### config.mk
export PLATFORM = sky130hd
export DESIGN_NAME = binary_tile_streamer
export DESIGN_NICKNAME = d
export VERILOG_FILES = /design/src/rtl/binary_tile_streamer.sv
export SDC_FILE = /design/constraint.sdc
export NUM_CORES = 1
export LEC_CHECK = 0
export CORE_ASPECT_RATIO = 0.6
export CORE_MARGIN = 3
export CORE_UTILIZATION = 60
export DETAILED_ROUTE_END_ITERATION = 12
export GPL_ROUTABILITY_DRIVEN = 1
export PLACE_DENSITY_LB_ADDON = 0.15
export SETUP_SLACK_MARGIN = 0.05
export SYNTH_ARGS = -nofsm -noshare
export SYNTH_HDL_FRONTEND = slang
export SYNTH_SLANG_ARGS = --single-unit
### constraint.sdc
create_clock -name clk -period 9.07 [get_ports clk]
set_clock_uncertainty 0.15 [all_clocks]
set_input_delay 1.814 -clock clk [delete_from_list [all_inputs] [get_ports clk]]
set_output_delay 1.814 -clock clk [all_outputs]
set_load 0.02 [all_outputs]
### src/rtl/binary_tile_streamer.sv
// Buffers 64-bit binary tiles in a FIFO and streams each out as four 16-bit words over valid/ready.
// Optional TILE_POPCOUNT_EN macro: store and present a per-tile count of 1-pixels on ones_o.
module binary_tile_streamer #(
    parameter int DEPTH = 4,
    parameter int LVL_W = $clog2(DEPTH) + 1
) (
    input  logic             clk,
    input  logic             rst_n,
    input  logic             tile_valid_i,
    input  logic [15:0]      pack0_i,
    input  logic [15:0]      pack1_i,
    input  logic [15:0]      pack2_i,
    input  logic [15:0]      pack3_i,
    output logic [15:0]      word_o,
    output logic             word_valid_o,
    input  logic             word_ready_i,
    output logic             word_last_o,
    output logic [6:0]       ones_o,
    output logic [LVL_W-1:0] level_o,
    output logic             overflow_o
);

    localparam int PTR_W = $clog2(DEPTH);

    logic [PTR_W-1:0] wr_ptr_q, wr_ptr_d;
    logic [PTR_W-1:0] rd_ptr_q, rd_ptr_d;
    logic [LVL_W-1:0] level_q, level_d;
    logic [1:0]       idx_q, idx_d;
    logic             ovf_q, ovf_d;

    logic [63:0] mem_q [DEPTH];
    logic [63:0] tile_w;
    logic [63:0] head_w;
    logic        full, xfer, pop, push, drop;

    assign tile_w = {pack0_i, pack1_i, pack2_i, pack3_i};
    assign head_w = mem_q[rd_ptr_q];

    assign word_valid_o = (level_q != '0);
    assign full         = (level_q == LVL_W'(DEPTH));
    assign xfer         = word_valid_o && word_ready_i;
    assign pop          = xfer && (idx_q == 2'd3);
    // A full FIFO still accepts a tile when the head tile leaves on the same edge.
    assign push         = tile_valid_i && (!full || pop);
    assign drop         = tile_valid_i && full && !pop;

    always_comb begin
        // NOTE: every next-state signal gets its hold value first, so no path can infer a latch.
        wr_ptr_d = wr_ptr_q;
        rd_ptr_d = rd_ptr_q;
        level_d  = level_q;
        idx_d    = idx_q;
        ovf_d    = ovf_q;
        if (push) wr_ptr_d = wr_ptr_q + PTR_W'(1);
        if (pop)  rd_ptr_d = rd_ptr_q + PTR_W'(1);
        if (xfer) idx_d = idx_q + 2'd1;
        if (push && !pop)      level_d = level_q + LVL_W'(1);
        else if (pop && !push) level_d = level_q - LVL_W'(1);
        if (drop) ovf_d = 1'b1;
    end

    always_ff @(posedge clk or negedge rst_n) begin
        // NOTE: sequential state uses non-blocking assignments so all registers update together.
        if (!rst_n) begin
            wr_ptr_q <= '0;
            rd_ptr_q <= '0;
            level_q  <= '0;
            idx_q    <= '0;
            ovf_q    <= 1'b0;
        end else begin
            wr_ptr_q <= wr_ptr_d;
            rd_ptr_q <= rd_ptr_d;
            level_q  <= level_d;
            idx_q    <= idx_d;
            ovf_q    <= ovf_d;
        end
    end

    // NOTE: tile storage is not reset; level_q == 0 already hides stale contents.
    always_ff @(posedge clk) begin
        if (push) mem_q[wr_ptr_q] <= tile_w;
    end

    assign word_o      = word_valid_o ? head_w[{idx_q, 4'b0000} +: 16] : 16'h0000;
    assign word_last_o = word_valid_o && (idx_q == 2'd3);
    assign level_o     = level_q;
    assign overflow_o  = ovf_q;

`ifdef TILE_POPCOUNT_EN
    logic [6:0] cnt_mem_q [DEPTH];
    logic [6:0] tile_ones;

    always_comb begin
        tile_ones = '0;
        for (int i = 0; i < 64; i++) tile_ones = tile_ones + {6'd0, tile_w[i]};
    end

    always_ff @(posedge clk) begin
        if (push) cnt_mem_q[wr_ptr_q] <= tile_ones;
    end

    assign ones_o = word_valid_o ? cnt_mem_q[rd_ptr_q] : 7'd0;
`else
    assign ones_o = 7'd0;
`endif

endmodule
==> impl_results.md, run 1 <==
- Arrival time at the worst endpoint: 3460 ps
- Via count: 4,778
- Vias in the first global route: 5,185
- Post_cts resized: 0
- Buf+Inv Stages, Crit Path: 2
- CTS H-tree lvls: 1
- Asr flop ratio synth: 3.759%
- First-pass GRT wire length: 29.95 mm
- Cells along the critical path: buf_4 > mux4_2 > a22oi_1 > nand2_1 > clkdlybuf4s50_1
- Max stage delay on crit path: 750 ps
- DP Cell Count: 765
- Fillers: 967
- Residual DRC: 0
- Height of the die: 107.2 um
- Max Cap Viol: 0
- Slowest cell on crit path: dfrtp_4
- HPWL Detailed: 11.02 mm
- Net count reported at finish: 638
- CTS Sinks: 266
- Hold Vio Cnt, Final: 0
- Num CTS Buffers: 24
- Layout cell share with drive strength beyond 1: 19.86%
- Most frequent cells in the layout: edfxtp_1, clkdlybuf4s50_1, mux4_2
- Post-Syn Area: 0.01025 mm2
- Slew at the pin closest to its max-slew limit: 977.5 ps
- RePlAce Congestion: 0.7190
- Family with the most delay on the worst path: buffers and inverters
- Status: finished clean
- Slew Viols, Final: 0
- Leak pwr: 3.953 nW
- CTS tree: built
- Share of the synthesized area in the top cell type: 75.00%
- GRT Overall Usage: 21.37%
- Clock transition at path regs: 60 ps
- Sink of the worst hold path: overflow_o$_DFFE_PN0P_
- Core area: 0.01649 mm2
- Remaining global-route overflow: 0
- Row count: 36
- Top FF cell, synth: edfxtp_1
- Top cells by area, synth: edfxtp_1, mux4_2, dfrtp_1
- Longest Clk Path Bufs: 3
- Count of cell types in the netlist: 37
- Die X: 174.7 um
- Worst Setup Start Kind: register
- Rel. slew slack: 34.83%
- Reg2reg start: idx_q[1]$_DFFE_PN0P_
- Root Buffer: clkbuf_16
- Final setup TNS: 0 ps
- DRT iter0 DRCs: 475
- Critical path required time: 7110 ps
- R2r setup slk: 5610 ps
- Final setup fails: 0
- Final worst path period share: 59.82%
- Syn. warnings: 0
- Via density: 5.921
- Critical Path End Type: output pin
- Cells after synthesis: 464
- Peak Freq: 184.3 MHz
- VDD IR-drop max: 0.0002285 V
- Post-synth EDFFs: 256
- Hold depth: 1
- Num ports: 97
- Antenna Cells: 0
- Worst Path Max Fanout: 37
- Setup slack after layout: 3645 ps
- Post-CTS setup buffer count: 0
- Power per cell area: 330.7 mW/mm2
- Worst-skew pair later-pin latency: 510 ps
- Crit Path Category: register to output pin
- Initial Util: 62.17%
- Worst r2r dst: mem_q[2][45]$_DFFE_PP_
- Finished Layout Cells: 807
- Area added between synthesis and finish: 17.68%
- Dpl ws: 4087 ps
- Final min period: 5425 ps
- Routed length per instance: 23.48 um
- Routed Antenna Nets: 0
- CTS Hold Buffers Added: 0
- Hold Crit Class: register to register
- Antenna violations before repair: 0
- FF+latch count, synth: 266
- WL final: 18.95 mm
- Post-synthesis average cell area: 22.09 um2
- Post-Place Cell Area: 0.01134 mm2
- RSZ-0062 raised after global routing: false
- Core occupancy in the finished layout: 73.16%
- Min Hold Slack: 320.9 ps
- DRT Pass-1 Iters: 5
- Design Area, Final: 0.01206 mm2
- Worst R2R Path Depth: 5
- Largest area contributor in the netlist: edfxtp_1
- Largest net degree at the start of global routing: 65
- Die ar.: 0.01874 mm2
- Commonest non-fill, non-tap cell in the layout: edfxtp_1
- Register area share after synthesis: 77.44%
- Pwr Total: 3.989 mW
- Hold Crit Start: overflow_o$_DFFE_PN0P_
- Port Buf Inserts: 89
-- report_power, final --
group	leakage [nW]	internal [mW]	switching [mW]
clock	0.360	0.527	0.408
combinational	1.13	0.613	0.681
sequential	2.46	1.63	0.129
total	3.95	2.77	1.22
-- area by class of cell --
class / count / area, um2 / area share [%]
inverter: 7 / 26.28 / 0.2178
multi-input combinational: 167 / 2133 / 17.69
timing repair buffer: 97 / 950.9 / 7.884
clock buffer: 28 / 636.9 / 5.280
clock inverter: 14 / 86.33 / 0.7158
sequential: 266 / 7943 / 65.85
tap: 228 / 285.3 / 2.365
-- sequential cells by signal, indices dropped and copies added (netlist names) --
signal	cells
mem_q	256
idx_q	2
rd_ptr_q	2
level_o	3
wr_ptr_q	2
overflow_o	1
-- synthesized netlist by cell type (2+ instances only) --
| master | instances |
|---|---|
| nor3_1 | 2 |
| mux4_2 | 61 |
| a21oi_1 | 2 |
| and2_1 | 5 |
| ha_1 | 6 |
| buf_4 | 14 |
| and3_1 | 2 |
| clkbuf_1 | 6 |
| xnor2_1 | 5 |
| edfxtp_1 | 256 |
| mux2_2 | 4 |
| buf_6 | 2 |
| nor2_1 | 5 |
| xor2_1 | 2 |
| mux2i_1 | 4 |
| inv_1 | 6 |
| nand2_1 | 19 |
| dfrtp_1 | 10 |
| a22oi_1 | 28 |
| buf_2 | 8 |
-- worst register-to-register path, stage by stage, from the launching register on --
cell     delay, ps
dfrtp_1        610
ha_1           270
nand2_1         90
a31oi_1        550
and2_2         770
buf_4          630
-- worst max path at each step --
stage / from / end / slack (ps) / cells after the start
after global placement: rd_ptr_q[0]$_DFFE_PN0N_ / word_o[7] / 4090 / 5
after floorplan: word_ready_i / mem_q[0][0]$_DFFE_PP_ / 4630 / 3
final: rd_ptr_q[0]$_DFFE_PN0N_ / word_o[12] / 3640 / 5
after detailed placement: rd_ptr_q[0]$_DFFE_PN0N_ / word_o[9] / 4090 / 5
after global routing: rd_ptr_q[0]$_DFFE_PN0N_ / word_o[12] / 3360 / 5
after CTS: rd_ptr_q[0]$_DFFE_PN0N_ / word_o[12] / 3550 / 5
-- per-layer routing --
layer | part of all wire, % | track usage, %
met3 | 6.0 | 3.999
met5 | 0 | 0
met4 | 1.5 | 4.380
met2 | 49 | 35.50
met1 | 43 | 30.59
-- logic make-up after synthesis --
kind of cell / share of synthesized area (%)
AO/OA/AOI/OAI: 2.918
XOR/XNOR: 0.5982
adder cells (fa/ha/maj): 0.9277
buffers and inverters: 2.112
flip-flops: 77.44
multiplexers: 14.23
other: 0.03659
AND/OR/NAND/NOR: 1.733
Note: power is estimated with default switching activity, not from simulation.
==> run 2, diff against run 1 <==
--- a/config.mk
+++ b/config.mk
@@ -7,7 +7,7 @@
 export LEC_CHECK = 0
 export CORE_ASPECT_RATIO = 0.6
 export CORE_MARGIN = 3
-export CORE_UTILIZATION = 60
+export CORE_UTILIZATION = 57
 export DETAILED_ROUTE_END_ITERATION = 12
 export GPL_ROUTABILITY_DRIVEN = 1
 export PLACE_DENSITY_LB_ADDON = 0.15
==> constraint.sdc (replaced) <==
create_clock -name clk -period 5.1 [get_ports clk]
set_clock_uncertainty 0.15 [all_clocks]
set_input_delay 1.02 -clock clk [delete_from_list [all_inputs] [get_ports clk]]
set_output_delay 1.02 -clock clk [all_outputs]
set_load 0.02 [all_outputs]
==> impl_results.md, run 2 (synthesis gave the netlist of run 1 again) <==
- Status: finished clean
- VDD IR-drop max: 0.0005273 V (+130%)
- Largest net degree at the start of global routing: 65 (unchanged)
- Flop pwr share: 43.1% (-1.0 points)
- RePlAce Congestion: 0.7577 (+5.4%)
- Crit Path Category: register to output pin
- Worst R2R Path Depth: 5 (unchanged)
- Sw Share: 30.80% (+0.25 points)
- Area added between synthesis and finish: 19.25%
- R2r setup slk: 1940 ps (-3670 ps)
- Hold depth: 1 (unchanged)
- Max Cap Viol: 0 (unchanged)
- Slowest cell on crit path: dfrtp_4
- DRT iter0 DRCs: 525 (+11%)
- Via density: 5.933 (+0.20%)
- Combinational share of power: 32.4% (about the same)
- Row count: 37 (+2.8%)
- Dpl ws: 1198 ps (-2889 ps)
- Max stage delay on crit path: 910 ps (+160 ps)
- First-pass GRT wire length: 29.99 mm (+0.12%)
- Peak Freq: 226.1 MHz
- Root Buffer: clkbuf_16
- DP Cell Count: 773 (+1.0%)
- Critical path required time: 3930 ps (-3180 ps)
- Worst Path Max Fanout: 36 (-2.7%)
- Net count reported at finish: 640 (+0.31%)
- Hold Vio Cnt, Final: 0 (unchanged)
- Internal: 5.077 mW (+83%)
- Power per cell area: 600.3 mW/mm2 (+82%)
- CTS Sinks: 266 (unchanged)
- Sink of the worst hold path: overflow_o$_DFFE_PN0P_
- GRT Overall Usage: 20.66% (-0.71 points)
- Routed Antenna Nets: 0 (unchanged)
- Final worst path period share: 86.71%
- Final setup TNS: 0 ps (unchanged)
- Die ar.: 0.01968 mm2 (+5.0%)
- Commonest non-fill, non-tap cell in the layout: edfxtp_1
- Post-CTS setup buffer count: 0 (unchanged)
- Design Area, Final: 0.01222 mm2 (+1.3%)
- Arrival time at the worst endpoint: 3250 ps (-210 ps)
- Number of flip-flops in the largest register: 256 (unchanged)
- Slew at the pin closest to its max-slew limit: 890.0 ps (-87.49 ps)
- Height of the die: 109.9 um (+2.5%)
- Net Sw Power: 2.260 mW (+85%)
- Slew Viols, Final: 0 (unchanged)
- Final min period: 4422 ps
- Vias in the first global route: 5,154 (-0.60%)
- Most frequent cells in the layout: edfxtp_1, clkdlybuf4s50_1, mux4_2
- DRT Pass-1 Iters: 5 (unchanged)
- Antenna violations before repair: 3 (+3)
- Core occupancy in the finished layout: 70.41% (-2.8 points)
- Largest Register: mem_q
- HPWL Detailed: 11.24 mm (+2.0%)
- Residual DRC: 0 (unchanged)
- Buf+Inv Stages, Crit Path: 2 (unchanged)
- Family with the most delay on the worst path: buffers and inverters
- Num CTS Buffers: 24 (unchanged)
- Reg2reg start: idx_q[1]$_DFFE_PN0P_
- Final setup fails: 0 (unchanged)
- CTS tree: built
- Num ports: 97 (unchanged)
- Longest Clk Path Bufs: 3 (unchanged)
- Worst-skew pair later-pin latency: 510 ps (about the same)
- Worst r2r dst: mem_q[3][41]$_DFFE_PP_
- Via count: 4,847 (+1.4%)
- Leak pwr: 4.004 nW (+1.3%)
- Post-Place Cell Area: 0.01144 mm2 (+0.86%)
- Initial Util: 59.04% (-3.1 points)
- Rel. slew slack: 40.67% (+5.8 points)
- Post_cts resized: 0 (unchanged)
- Hold Crit Start: overflow_o$_DFFE_PN0P_
- Cells along the critical path: buf_4 > mux4_2 > a22oi_1 > nand2_1 > clkdlybuf4s50_1
- Die X: 179.1 um (+2.5%)
- Layout cell share with drive strength beyond 1: 20.27% (+0.41 points)
- Clock transition at path regs: 70 ps (about the same)
- Worst Setup Start Kind: register
- Port Buf Inserts: 89 (unchanged)
- Finished Layout Cells: 817 (+1.2%)
- Hold Crit Class: register to register
- Setup slack after layout: 677.8 ps (-2967 ps)
- Critical Path End Type: output pin
- CTS Hold Buffers Added: 0 (unchanged)
- Routed length per instance: 24.02 um (+2.3%)
- RSZ-0062 raised after global routing: false
- CTS H-tree lvls: 1 (unchanged)
- WL final: 19.63 mm (+3.6%)
- Remaining global-route overflow: 0 (unchanged)
- Clock power share: 24.5% (+1.1 points)
- Core area: 0.01736 mm2 (+5.3%)
## run 2: worst max-delay path by stage
stage | cells after the start | endpoint | start | slack, ps
3_5_place_dp | 5 | word_o[7] | rd_ptr_q[0]$_DFFE_PN0N_ | 1200
2_1_floorplan | 3 | mem_q[0][0]$_DFFE_PP_ | word_ready_i | 1460
3_3_place_gp | 5 | word_o[7] | rd_ptr_q[0]$_DFFE_PN0N_ | 1230
6_report | 5 | word_o[7] | rd_ptr_q[0]$_DFFE_PN0N_ | 680
4_1_cts | 5 | word_o[9] | rd_ptr_q[0]$_DFFE_PN0N_ | 620
5_1_grt | 5 | word_o[8] | rd_ptr_q[0]$_DFFE_PN0N_ | 470
## run 2: cell type report
type,instances,area [um2]
Antenna cell,1,2.502
Clock buffer,29,640.6
Clock inverter,14,143.9
Fill cell,1052,5137
Inverter,7,26.28
Multi-Input combinational cell,167,2133
Sequential cell,266,7943
Tap cell,234,292.8
Timing Repair Buffer,99,1041
## run 2: layer usage
metal  track usage (%)  up-vias  share of wire [%]
met4             5.072        6                1.9
li1                  -     2133                  -
met3             5.866       34                8.0
met5                 0        -               0.24
met1             29.56     2518                 44
met2             32.29      156                 46
## run 2: worst reg2reg max path, delay by kind of cell (launching register included)
| family | cells | cell delay (ps) |
|---|---|---|
| AO/OA/AOI/OAI | 1 | 570 |
| adder cells (fa/ha/maj) | 1 | 280 |
| buffers and inverters | 1 | 370 |
| flip-flops | 1 | 630 |
| AND/OR/NAND/NOR | 2 | 810 |
## run 2: metrics by stage
step / total power, mW / hold slack [ps]
final: 7.337 / 318.2
after global routing: 7.679 / 361.4
after CTS: 7.419 / 324.0
after detailed placement: 5.595 / 305.1
after global placement: 5.536 / 303.3
after floorplan: 4.694 / 420.0
## run 2: power groups by stage
stage	clock (mW)	combinational (mW)	sequential [mW]
finish	1.80	2.38	3.16
global route	1.92	2.54	3.21
CTS	1.83	2.42	3.17
detailed placement	0	2.38	3.21
global placement	0	2.35	3.19
floorplan	0	1.64	3.06
==> run 3, diff against run 2 <==
--- a/config.mk
+++ b/config.mk
@@ -11,6 +11,7 @@
 export DETAILED_ROUTE_END_ITERATION = 12
 export GPL_ROUTABILITY_DRIVEN = 1
 export PLACE_DENSITY_LB_ADDON = 0.15
+export RECOVER_POWER = 50
 export SETUP_SLACK_MARGIN = 0.05
 export SYNTH_ARGS = -nofsm -noshare
 export SYNTH_HDL_FRONTEND = slang
==> impl_results.md, run 3 (synthesis gave the netlist of run 1 again) <==
- Status: finished clean
- Routed length per instance: 23.97 um (-0.23%)
- Die ar.: 0.01968 mm2 (unchanged)
- Final min period: 4414 ps (-8.051 ps)
- Worst Setup Start Kind: register
- Cell depth of the worst setup path: 5 (unchanged)
- RePlAce Congestion: 0.7577 (unchanged)
- Post-Place Cell Area: 0.01144 mm2 (unchanged)
- VDD IR-drop max: 0.0005261 V (-0.24%)
- CTS tree: built
- Crit Path Category: register to output pin
- Setup crit end: word_o[7]
- Power per cell area: 598.9 mW/mm2 (-0.24%)
- Via count: 4,835 (-0.25%)
- Flop pwr share: 43.1% (about the same)
- Layout cell share with drive strength beyond 1: 20.10% (-0.17 points)
- Height of the die: 109.9 um (unchanged)
- Core area: 0.01736 mm2 (unchanged)
- Via density: 5.896 (-0.61%)
- CTS Sinks: 266 (unchanged)
- Most frequent cells in the layout: edfxtp_1, dlygate4sd3_1, mux4_2
- Arrival time at the worst endpoint: 3240 ps (about the same)
- Hold Crit Class: register to register
- Combinational share of power: 32.3% (about the same)
- Worst Path Max Fanout: 36 (unchanged)
- Slew Viols, Final: 0 (unchanged)
- Die X: 179.1 um (unchanged)
- Post-CTS setup buffer count: 0 (unchanged)
- Hold Vio Cnt, Final: 0 (unchanged)
- Leak pwr: 4.017 nW (+0.34%)
- Max Cap Viol: 0 (unchanged)
- Area added between synthesis and finish: 19.31% (about the same)
- Buf+Inv Stages, Crit Path: 2 (unchanged)
- First-pass GRT wire length: 29.99 mm (unchanged)
- Routed Antenna Nets: 0 (unchanged)
- CTS H-tree lvls: 1 (unchanged)
- Slowest cell on crit path: dfrtp_4
- Hold depth: 1 (unchanged)
- HPWL Detailed: 11.24 mm (unchanged)
- Largest net degree at the start of global routing: 65 (unchanged)
- R2r setup slk: 1710 ps (-230 ps)
- Clock transition at path regs: 70 ps (about the same)
- Residual DRC: 0 (unchanged)
- Net count reported at finish: 640 (unchanged)
- Clock power share: 24.5% (about the same)
- Port Buf Inserts: 89 (unchanged)
- Worst R2R Path Depth: 5 (unchanged)
- Rel. slew slack: 32.18% (-8.5 points)
- DRT iter0 DRCs: 555 (+5.7%)
- WL final: 19.65 mm (+0.13%)
- Net Sw Power: 2.258 mW (about the same)
- RSZ-0062 raised after global routing: false
- Num ports: 97 (unchanged)
- Largest Register: mem_q
- DRT Pass-1 Iters: 4 (-1)
- Remaining global-route overflow: 0 (unchanged)
- Critical Path End Type: output pin
- Critical path required time: 3930 ps (about the same)
- CP startpoint: rd_ptr_q[0]$_DFFE_PN0N_
- Commonest non-fill, non-tap cell in the layout: edfxtp_1
- Antenna violations before repair: 6 (+3)
- Cells along the critical path: buf_4 > mux4_2 > a22oi_1 > nand2_1 > clkdlybuf4s50_1
- Vias in the first global route: 5,154 (unchanged)
- Hold Crit Start: overflow_o$_DFFE_PN0P_
- Max stage delay on crit path: 900 ps (about the same)
- Root Buffer: clkbuf_16
- Longest Clk Path Bufs: 3 (unchanged)
- Design Area, Final: 0.01223 mm2 (about the same)
- CTS Hold Buffers Added: 0 (unchanged)
- Slew at the pin closest to its max-slew limit: 1017 ps (+126.7 ps)
- Final worst path period share: 86.55% (-0.16 points)
- Family with the most delay on the worst path: buffers and inverters
- Initial Util: 59.04% (unchanged)
- GRT Overall Usage: 20.66% (unchanged)
- Peak Freq: 226.5 MHz (+0.18%)
- Num CTS Buffers: 24 (unchanged)
- Number of flip-flops in the largest register: 256 (unchanged)
- Worst-skew pair later-pin latency: 510 ps (about the same)
- Post_cts resized: 0 (unchanged)
- Row count: 37 (unchanged)
- Reg2reg start: idx_q[1]$_DFFE_PN0P_
- Sw Share: 30.83% (about the same)
- Final setup fails: 0 (unchanged)
- Final setup TNS: 0 ps (unchanged)
- Worst r2r dst: mem_q[2][41]$_DFFE_PP_
- Pwr Total: 7.324 mW (-0.18%)
- Internal: 5.066 mW (-0.22%)
[run 3: power groups by stage]
stage	Clock [mW]	Combinational (mW)	Sequential, mW
6_report	1.80	2.37	3.16
5_1_grt	1.92	2.53	3.21
4_1_cts	1.83	2.42	3.17
3_5_place_dp	0	2.38	3.21
3_3_place_gp	0	2.35	3.19
2_1_floorplan	0	1.64	3.06
[run 3: layout make-up]
cell class              instances  area [um2]
inverters                       7       26.28
well taps                     234       292.8
diodes                          4       10.01
repair buffers                 99        1041
fillers                      1050        5131
clock buffers                  29       640.6
flip-flops and latches        266        7943
multi-input cells             167        2132
clock inverters                14       143.9
[run 3: worst min path at each step]
stage                                  end  slack [ps]
floorplan             idx_q[0]$_DFFE_PN0P_         420
finish              overflow_o$_DFFE_PN0P_         310
CTS                 overflow_o$_DFFE_PN0P_         320
global placement    overflow_o$_DFFE_PN0P_         300
detailed placement  overflow_o$_DFFE_PN0P_         310
global route        overflow_o$_DFFE_PN0P_         360
[run 3: per-layer routing]
metal / up-vias / GRT usage (%) / wire [um]
met5: - / 0 / 28
met4: 6 / 5.072 / 347
met3: 30 / 5.866 / 1445
met2: 140 / 32.29 / 9099
met1: 2523 / 29.56 / 8733
li1: 2136 / - / -
[run 3: per-stage QoR]
step	utilization [%]	std cells	hold WS [ps]	setup WS, ps
finish	70.44	820	312.0	685.9
global route	70.40	817	356.9	468.5
CTS	70.39	816	324.0	616.7
detailed placement	65.87	773	305.1	1198
global placement	65.87	773	303.3	1225
floorplan	-	470	420.0	1457
